## src/rtl/battle_pkg.sv

```systemverilog
// Shared types and keycodes for the team builder and the battle FSM.
package battle_pkg;

  localparam logic [7:0] KEY_W     = 8'h1A;
  localparam logic [7:0] KEY_A     = 8'h04;
  localparam logic [7:0] KEY_S     = 8'h16;
  localparam logic [7:0] KEY_D     = 8'h07;
  localparam logic [7:0] KEY_ENTER = 8'h28;
  localparam logic [7:0] KEY_BKSP  = 8'h2A;

  typedef logic [2:0] species_t;
  typedef species_t [2:0] team_t;

  typedef enum logic [2:0] {
    SEL_IDLE,
    SEL_BROWSE,
    SEL_CONFIRM,
    SEL_LAUNCH,
    SEL_IN_BATTLE
  } sel_state_t;

endpackage

```

## src/rtl/team_select_if.sv

```systemverilog
// Control/status bundle between the game FSM and the team builder.
interface team_select_if #(
  parameter int unsigned NUM_SPECIES = 6
);
  import battle_pkg::*;

  logic                   enable;
  logic [7:0]             keycode;
  logic                   end_battle;
  team_t                  team;
  logic                   start_battle;
  species_t               cursor;
  logic [1:0]             picked_count;
  logic [NUM_SPECIES-1:0] picked_mask;
  logic                   team_locked;

  modport master (
    output enable, keycode, end_battle,
    input  team, start_battle, cursor, picked_count, picked_mask, team_locked
  );

  modport slave (
    input  enable, keycode, end_battle,
    output team, start_battle, cursor, picked_count, picked_mask, team_locked
  );

endinterface

```

## src/rtl/key_event.sv

```systemverilog
// Turns a level-held keycode into a registered one-shot press event.
module key_event (
  input  logic       Clk,
  input  logic       Reset,
  input  logic [7:0] keycode,
  output logic       key_evt,
  output logic [7:0] key_val
);

  logic [7:0] prev_key;

  // New press = code differs from last cycle and is not "no key".
  always_ff @(posedge Clk) begin
    if (Reset) begin
      prev_key <= '0;
      key_evt  <= 1'b0;
      key_val  <= '0;
    end else begin
      prev_key <= keycode;
      key_evt  <= (keycode != prev_key) && (keycode != 8'h00);
      key_val  <= keycode;
    end
  end

endmodule

```

## src/rtl/team_select.sv

```systemverilog
// Pre-battle team builder: cursor over a species grid, three distinct picks,
// then a one-cycle start_battle strobe and a frozen team until end_battle.
// Optional feature macro: TEAM_SELECT_UNDO_EN (BKSP removes the last pick).
module team_select
  import battle_pkg::*;
#(
  parameter int unsigned NUM_SPECIES = 6,
  parameter int unsigned GRID_COLS   = 3
) (
  input logic         Clk,
  input logic         Reset,
  team_select_if.slave bus
);

  localparam int unsigned MW    = NUM_SPECIES;
  localparam logic [3:0]  NUM4  = 4'(NUM_SPECIES);
  localparam logic [3:0]  COLS4 = 4'(GRID_COLS);

  sel_state_t    state_q;
  team_t         team_q;
  species_t      cursor_q;
  logic [1:0]    count_q;
  logic [MW-1:0] mask_q;
  logic          start_q;
  logic          locked_q;

  logic          key_evt;
  logic [7:0]    key_val;

  logic [3:0]    cur4;
  logic [3:0]    col4;
  logic          up_ok, dn_ok, lt_ok, rt_ok;
  logic          is_picked;

  key_event u_key_event (
    .Clk     (Clk),
    .Reset   (Reset),
    .keycode (bus.keycode),
    .key_evt (key_evt),
    .key_val (key_val)
  );

  // Cursor moves are evaluated in 4 bits and range-checked before use.
  always_comb begin
    cur4      = {1'b0, cursor_q};
    col4      = cur4 % COLS4;
    up_ok     = (cur4 >= COLS4);
    dn_ok     = ((cur4 + COLS4) < NUM4);
    lt_ok     = (col4 != 4'd0);
    rt_ok     = (col4 != (COLS4 - 4'd1)) && ((cur4 + 4'd1) < NUM4);
    is_picked = mask_q[cursor_q];
  end

  // Selection FSM with cursor, pick registers and registered outputs.
  always_ff @(posedge Clk) begin
    if (Reset) begin
      state_q  <= SEL_IDLE;
      team_q   <= '0;
      cursor_q <= '0;
      count_q  <= '0;
      mask_q   <= '0;
      start_q  <= 1'b0;
      locked_q <= 1'b0;
    end else begin
      start_q <= 1'b0;
      case (state_q)
        SEL_IDLE: begin
          if (bus.enable) begin
            state_q  <= SEL_BROWSE;
            cursor_q <= '0;
          end
        end

        SEL_BROWSE: begin
          if (!bus.enable) begin
            state_q <= SEL_IDLE;
            team_q  <= '0;
            mask_q  <= '0;
            count_q <= '0;
          end else if (key_evt) begin
            case (key_val)
              KEY_W:     if (up_ok) cursor_q <= 3'(cur4 - COLS4);
              KEY_S:     if (dn_ok) cursor_q <= 3'(cur4 + COLS4);
              KEY_A:     if (lt_ok) cursor_q <= 3'(cur4 - 4'd1);
              KEY_D:     if (rt_ok) cursor_q <= 3'(cur4 + 4'd1);
              KEY_ENTER: begin
                if (!is_picked) begin
                  team_q[count_q] <= cursor_q;
                  mask_q          <= mask_q | (MW'(1) << cursor_q);
                  count_q         <= (count_q == 2'd3) ? 2'd3 : count_q + 2'd1;
                  if (count_q == 2'd2) state_q <= SEL_CONFIRM;
                end
              end
`ifdef TEAM_SELECT_UNDO_EN
              KEY_BKSP: begin
                if (count_q != 2'd0) begin
                  mask_q[team_q[count_q - 2'd1]] <= 1'b0;
                  team_q[count_q - 2'd1]         <= '0;
                  count_q                        <= count_q - 2'd1;
                end
              end
`endif
              default: ;
            endcase
          end
        end

        SEL_CONFIRM: begin
          if (!bus.enable) begin
            state_q <= SEL_IDLE;
            team_q  <= '0;
            mask_q  <= '0;
            count_q <= '0;
          end else if (key_evt && (key_val == KEY_ENTER)) begin
            state_q  <= SEL_LAUNCH;
            start_q  <= 1'b1;
            locked_q <= 1'b1;
          end
`ifdef TEAM_SELECT_UNDO_EN
          else if (key_evt && (key_val == KEY_BKSP) && (count_q != 2'd0)) begin
            mask_q[team_q[count_q - 2'd1]] <= 1'b0;
            team_q[count_q - 2'd1]         <= '0;
            count_q                        <= count_q - 2'd1;
            state_q                        <= SEL_BROWSE;
          end
`endif
        end

        SEL_LAUNCH: begin
          state_q <= SEL_IN_BATTLE;
        end

        SEL_IN_BATTLE: begin
          if (bus.end_battle) begin
            state_q  <= SEL_IDLE;
            team_q   <= '0;
            mask_q   <= '0;
            count_q  <= '0;
            locked_q <= 1'b0;
          end
        end

        default: state_q <= SEL_IDLE;
      endcase
    end
  end

  assign bus.team         = team_q;
  assign bus.start_battle = start_q;
  assign bus.cursor       = cursor_q;
  assign bus.picked_count = count_q;
  assign bus.picked_mask  = mask_q;
  assign bus.team_locked  = locked_q;

endmodule

```

## src/flat_wrapper.sv

```systemverilog
// flat-port wrapper written by rule: the top's interface ports become plain ports
module team_select_flat import battle_pkg::*;
#(
  parameter int unsigned NUM_SPECIES = 6,
  parameter int unsigned GRID_COLS   = 3
)
  (Clk, Reset, bus_enable, bus_keycode, bus_end_battle, bus_team, bus_start_battle, bus_cursor, bus_picked_count, bus_picked_mask, bus_team_locked);
  team_select_if #(.NUM_SPECIES(NUM_SPECIES)) bus_i ();
  input logic Clk;
  input logic Reset;
  input wire logic [$bits(bus_i.enable)-1:0] bus_enable;
  input wire logic [$bits(bus_i.keycode)-1:0] bus_keycode;
  input wire logic [$bits(bus_i.end_battle)-1:0] bus_end_battle;
  output wire logic [$bits(bus_i.team)-1:0] bus_team;
  output wire logic [$bits(bus_i.start_battle)-1:0] bus_start_battle;
  output wire logic [$bits(bus_i.cursor)-1:0] bus_cursor;
  output wire logic [$bits(bus_i.picked_count)-1:0] bus_picked_count;
  output wire logic [$bits(bus_i.picked_mask)-1:0] bus_picked_mask;
  output wire logic [$bits(bus_i.team_locked)-1:0] bus_team_locked;
  assign bus_i.enable = bus_enable;
  assign bus_i.keycode = bus_keycode;
  assign bus_i.end_battle = bus_end_battle;
  assign bus_team = bus_i.team;
  assign bus_start_battle = bus_i.start_battle;
  assign bus_cursor = bus_i.cursor;
  assign bus_picked_count = bus_i.picked_count;
  assign bus_picked_mask = bus_i.picked_mask;
  assign bus_team_locked = bus_i.team_locked;
  team_select #(.NUM_SPECIES(NUM_SPECIES), .GRID_COLS(GRID_COLS)) u_core (.Clk(Clk), .Reset(Reset), .bus(bus_i));
endmodule
```

## config.mk

```make
export PLATFORM = sky130hd
export DESIGN_NAME = team_select_flat
export DESIGN_NICKNAME = d
export VERILOG_FILES = /design/src/rtl/battle_pkg.sv /design/src/rtl/team_select_if.sv /design/src/rtl/key_event.sv /design/src/rtl/team_select.sv /design/src/flat_wrapper.sv
export SDC_FILE = /design/constraint.sdc
export NUM_CORES = 1
export LEC_CHECK = 0
export ABC_CLOCK_PERIOD_IN_PS = 3550
export BUFFER_PORTS_ARGS = -buffer_cell sky130_fd_sc_hd__buf_2
export CAP_MARGIN = 15
export CORE_MARGIN = 1.5
export CORE_UTILIZATION = 50
export DETAILED_ROUTE_END_ITERATION = 8
export PLACE_DENSITY = 0.72
export SYNTH_ARGS = -nofsm -noshare
export SYNTH_HDL_FRONTEND = slang
export SYNTH_SLANG_ARGS = --single-unit
```

## constraint.sdc

```tcl
create_clock -name Clk -period 3.55 [get_ports Clk]
set_clock_uncertainty 0.15 [all_clocks]
set_input_delay 0.1775 -clock Clk [delete_from_list [all_inputs] [get_ports Clk]]
set_output_delay 0.1775 -clock Clk [all_outputs]
set_load 0.005 [all_outputs]
```

* After elaboration in Yosys (flattened, before gate mapping)
Cells that the tools add are included.
Storage, ports and cells: input port bits 12, register bits after elaboration 34, word-level logic and storage cells 123
Operators by class: add/subtract/negate cells 5, reduce and logical (&&, ||, !) cells 15, muxes and demuxes 51, bitwise gates (word level) 3, shifts and indexed selects 1, equal/unequal tests 30, magnitude comparators 6, div/mod/pow operators 1
Operators by type and width (number):
- 9-bit 2-to-1 mux | 6
- 3-bit 2-to-1 mux | 17
- 6-bit 2-to-1 mux | 6
- 9-bit one-hot mux with 3 select lines | 1
- 3-bit by 2-bit inequality test with 1-bit output, second input constant | 7
- 6-bit one-hot mux with 3 select lines | 1
- 8-bit by 3-bit == test with 1-bit output, second input constant | 2
- 8-bit by 5-bit == test with 1-bit output, second input constant | 2
- 3-bit one-hot mux with 5 select lines | 1
- 2-bit 2-to-1 mux | 7
- 2-bit inequality test, second input constant | 6
- 3-bit one-hot mux with 4 select lines | 1
- 9-bit bitwise mux | 1
- 9-bit AND reduction | 1
- 8-bit by 6-bit == test with 1-bit output, second input constant | 1
- 4-bit by 3-bit less-than comparator with 1-bit output, second input constant | 2
- 8-bit inequality test | 1
- 8-bit nonzero test | 1
- 7-bit AND reduction | 1
- 3-bit demux with 2-bit select | 1
- 3-bit by 2-bit == test with 1-bit output, second input constant | 2
- 3-bit inequality test, second input constant | 2
- 6-bit bitwise OR | 1
- 2-bit one-hot mux with 3 select lines | 1
- other kinds (30) | 40

* Longest topological paths before layout
word-level depth 10, depth in mapped cells 13, depth with buffers taken out 12

* By module
From an unflattened synthesis, not the netlist that was laid out.
Second synthesis, totals: cells, all modules 231, area, all modules 1953.1 sq um
Modules (own cells, without submodules):
- team_select | area each 1609.0 sq um, times used 1, sequential area each 500.5 sq um, cells each 200
- key_event | area each 344.1 sq um, times used 1, sequential area each 180.2 sq um, cells each 31

* Least setup slack after synthesis
Ideal clock, no wire load.
path type flip-flop to flip-flop, start point reg u_core.cursor_q[0] (netlist: u_core.bus.cursor[0]), end point reg u_core.cursor_q[1] (netlist: u_core.bus.cursor[1]), library setup time 0.123 ns, cell stages (with the launch flop) 13, data arrival time 2.519 ns, path slack 0.758 ns, clock period less this slack 2.792 ns, buffers on the path 1, path through dfxtp_1 buf_2 inv_1 ha_1 nand2_1 o21ai_0 ha_1 ha_1 nor3_1 or4_1 a41oi_2 o21a_1 o22ai_1
On the way: word-level cells in the longest chain between the ends 6
Ends and longest elaborated chain:
- from (decl) | line team_select.sv:21 | species_t cursor_q;
- from (signal assigned) | line team_select.sv:82 | KEY_W: if (up_ok) cursor_q <= 3'(cur4 - COLS4);
- from (signal assigned) | line team_select.sv:83 | KEY_S: if (dn_ok) cursor_q <= 3'(cur4 + COLS4);
- from (signal assigned) | line team_select.sv:84 | KEY_A: if (lt_ok) cursor_q <= 3'(cur4 - 4'd1);
- branches (longest 6 deep; another with 3-bit by 2-bit modulo with 4-bit output)
Several ways; the timed one is not identified. The select of a mux whose other input is x is not followed. A chain may end at the register's enable or synchronous reset.

* Worst setup path in the final report
start point reg u_core.cursor_q[1] (netlist: u_core.bus.cursor[1]), end point reg u_core.cursor_q[1] (netlist: u_core.bus.cursor[1])
Same word-level chain as after synthesis.

==> flow_summary.toml <==
[clock_network]
cts-resized-gates = 0
cts_tree = "yes"
cts_sinks = 34
clkTransAtPathRegs_ps = 60
clk_latency_ps = 280
cts.path.max_buffers = 2
root_buffer = "clkbuf_8"
h-tree-depth = 2
cts_made_buffers = 5

[routing]
drtIter0Drc = 104
vias = 1687
routed_wirelength_microns = 4180
wl_met3_microns = 164
wl_per_cell_microns = 13.6
m1WireLength_microns = 2000
dr.pass1.iters = 4
vias_per_cell = 5.50
top_layer = "met4"
drc_errors = 0
wl_met2_microns = 1920
ant_nets = 0

[timing]
worst_pin_slew_ps = 504
period_needed_ps = 2760
rsz0062_at_grt = "false"
hold_viol = 0
setup_violations = 0
final_max_slew_viol_count = 0
final.setup.tns_ps = 0
period_share = 0.779
max_freq_mhz = 362
slew_headroom = 0.664

[power_and_ir_drop]
peakVddDrop_mv = 0.290
leakagePower_nw = 0.851
powerDensity_nw_per_um2 = 389

[worst_setup_path]
r2r_cells = 10
path_cells = "ha_1 -> nand2_1 -> o21ai_0 -> ha_1 -> ha_1 -> nor2b_1 -> or4_1 -> a41oi_2 -> o21a_1 -> o22ai_1"
crit_start = "u_core.bus.cursor[1]$_SDFFE_PP0P_"
worst_ep_required_time_ps = 3570
r2r-end = "u_core.bus.cursor[1]$_SDFFE_PP0P_"
worst-path-buf-inv = 0
critPathCaptureType = "register"
cpMostUsedCell = "ha_1"
crit_path_start_kind = "register"
reg2reg_from = "u_core.bus.cursor[1]$_SDFFE_PP0P_"
slowest_stage = "dfxtp_1"
critPathKind = "register to register"
r2r_setup_slack_ps = 790
crit_family = "simple AND/OR/NAND/NOR gates"
cp_slowest_stage_delay_ps = 580
critPathMaxFanout = 13
crit_arrival_ps = 2790

[logic_synthesis]
yosys_warnings = 0
async_flop_share = 0
syn_area_sq_um = 1980
syn-num-nets = 247
synth_edf_count = 0
ys_ff_latch = 34
ys_seq_area_frac = 0.343
ys_dominant_reg_cell = "dfxtp_1"
syn-instance-count = 227
synth_cell_types = 53
avgSynthCellArea_sq_um = 8.74

[floorplan]
die_x_microns = 66
coreArea_sq_um = 3740
rows = 22
die-area_sq_um = 4360
ios = 34
start_util = 0.530
fp.dieH_microns = 66

[cells_and_area]
finalNonFillerCells = 307
area_growth_pct = 14.8
nNetsFinal = 280
multi_input_area_sq_um = 1180
mostFrequentLayoutCell = "dfxtp_1"
final_cell_mix = "34 x dfxtp_1, 33 x buf_2, 22 x nor2_1"
drive_above_1_share = 0.201
fill_cells = 373
antenna_cells = 0
ff_latch_area_sq_um = 681

[placed_design]
hpwl_microns = 3020
io_buffers = 33
place.gp.congestion = 0.849
dp_cells = 296

[worst_hold_path]
worstHoldEndpoint = "u_core.u_key_event.prev_key[3]$_SDFF_PP0_"
hp-class = "input pin to register"
whs_path_depth = 2
min_from = "bus_keycode[3]"

[global_route]
track_usage = 0.211
grt-ovfl-total = 0
grt_pass1_wl_microns = 7070
antenna_found_initial = 0
grt_pass1_vias = 1519
grt_start_max_net_pins = 31

[status]
run_status = "finished, final reports clean"

[run]
maxCapViolations = 0
## power breakdown
| group | internal (mW) | total, mW | switching, mW |
|---|---|---|---|
| logic | 0.0791 | 0.180 | 0.101 |
| clock network | 0.149 | 0.277 | 0.128 |
| registers | 0.398 | 0.428 | 0.0306 |
| total | 0.626 | 0.886 | 0.260 |
## logic make-up (layout without fill, tap and decap cells)
kind of cell | Yosys count | count (layout) | synth area share
AO/OA/AOI/OAI | 51 | 51 | 0.178
XOR/XNOR | 15 | 15 | 0.0662
adder cells (fa/ha/maj) | 8 | 8 | 0.0504
buffers and inverters | 25 | 57 | 0.0612
flip-flops | 34 | 34 | 0.343
multiplexers | 4 | 4 | 0.0271
AND/OR/NAND/NOR | 90 | 90 | 0.274
## cell type report
cell class              count  share of cell area
well taps                  48              0.0264
flip-flops and latches     34               0.299
clock buffers               6              0.0363
multi-input cells         168               0.519
inverters                  11              0.0181
repair buffers             40               0.101
## layer usage
layer,global-route usage,vias to the layer above
met5,0,-
met4,0.0893,0
met3,0.0460,9
met2,0.326,31
met1,0.282,769
li1,-,878
## cell usage after synthesis, types with 2 or more instances
library cell	count	area, sq um
a21oi_1	10	50.1
nor4bb_1	2	20.0
o22ai_1	2	12.5
buf_6	2	22.5
nor2b_1	13	81.3
inv_1	11	41.3
nand4_1	7	43.8
clkbuf_1	4	15.0
a31oi_1	9	56.3
ha_1	8	100
nand3b_1	3	22.5
o32ai_1	6	52.6
o21ai_0	9	45.0
nand2_1	10	37.5
nor3_1	2	10.0
o21a_1	2	15.0
nor3b_1	2	15.0
nand3_1	3	15.0
a211oi_1	2	15.0
buf_2	7	35.0
nand2b_1	8	50.1
xnor2_1	14	123
mux2i_1	2	20.0
nor2_1	22	82.6
dfxtp_1	34	681
or2_1	2	12.5
nor4_1	5	31.3
## worst max-delay path by stage
| stage | to | cells past startpoint | slack, ps |
|---|---|---|---|
| 2_1_floorplan | u_core.bus.cursor[1]$_SDFFE_PP0P_ | 12 | 760 |
| 4_1_cts | u_core.bus.cursor[1]$_SDFFE_PP0P_ | 9 | 780 |
| 3_5_place_dp | u_core.bus.cursor[1]$_SDFFE_PP0P_ | 9 | 790 |
| 6_report | u_core.bus.cursor[1]$_SDFFE_PP0P_ | 10 | 790 |
| 3_3_place_gp | u_core.bus.cursor[1]$_SDFFE_PP0P_ | 10 | 880 |
| 5_1_grt | u_core.bus.cursor[0]$_SDFFE_PP0P_ | 9 | 570 |
## state kept, by name, indices dropped and copies added, names as in the netlist
| signal | cells |
|---|---|
| u_core.bus.cursor | 3 |
| u_core.bus.team_locked | 1 |
| u_core.bus.start_battle | 1 |
| u_core.u_key_event.prev_key | 8 |
| u_core.bus.picked_count | 2 |
| u_core.bus.picked_mask | 6 |
| u_core.u_key_event.key_evt | 1 |
| u_core.bus.team | 9 |
| u_core.state_q | 3 |
## stage by stage
step           power, mW  worst slack (ps)  hold WS [ps]   util  instance area (sq um)
2_1_floorplan      0.580               758           144      -                   1980
3_3_place_gp       0.611               882           280  0.573                   2140
3_5_place_dp       0.611               787           282  0.573                   2140
4_1_cts            0.892               777          3.49  0.608                   2280
5_1_grt            0.937               566          30.2  0.608                   2280
6_report           0.886               786          3.75  0.608                   2280
## repair_timing
item                                   CTS  global route
hold buffers                             5             0
endpoints found under the hold margin    5             0
setup buffers                            0             0
(Power assumes the default switching activity.)
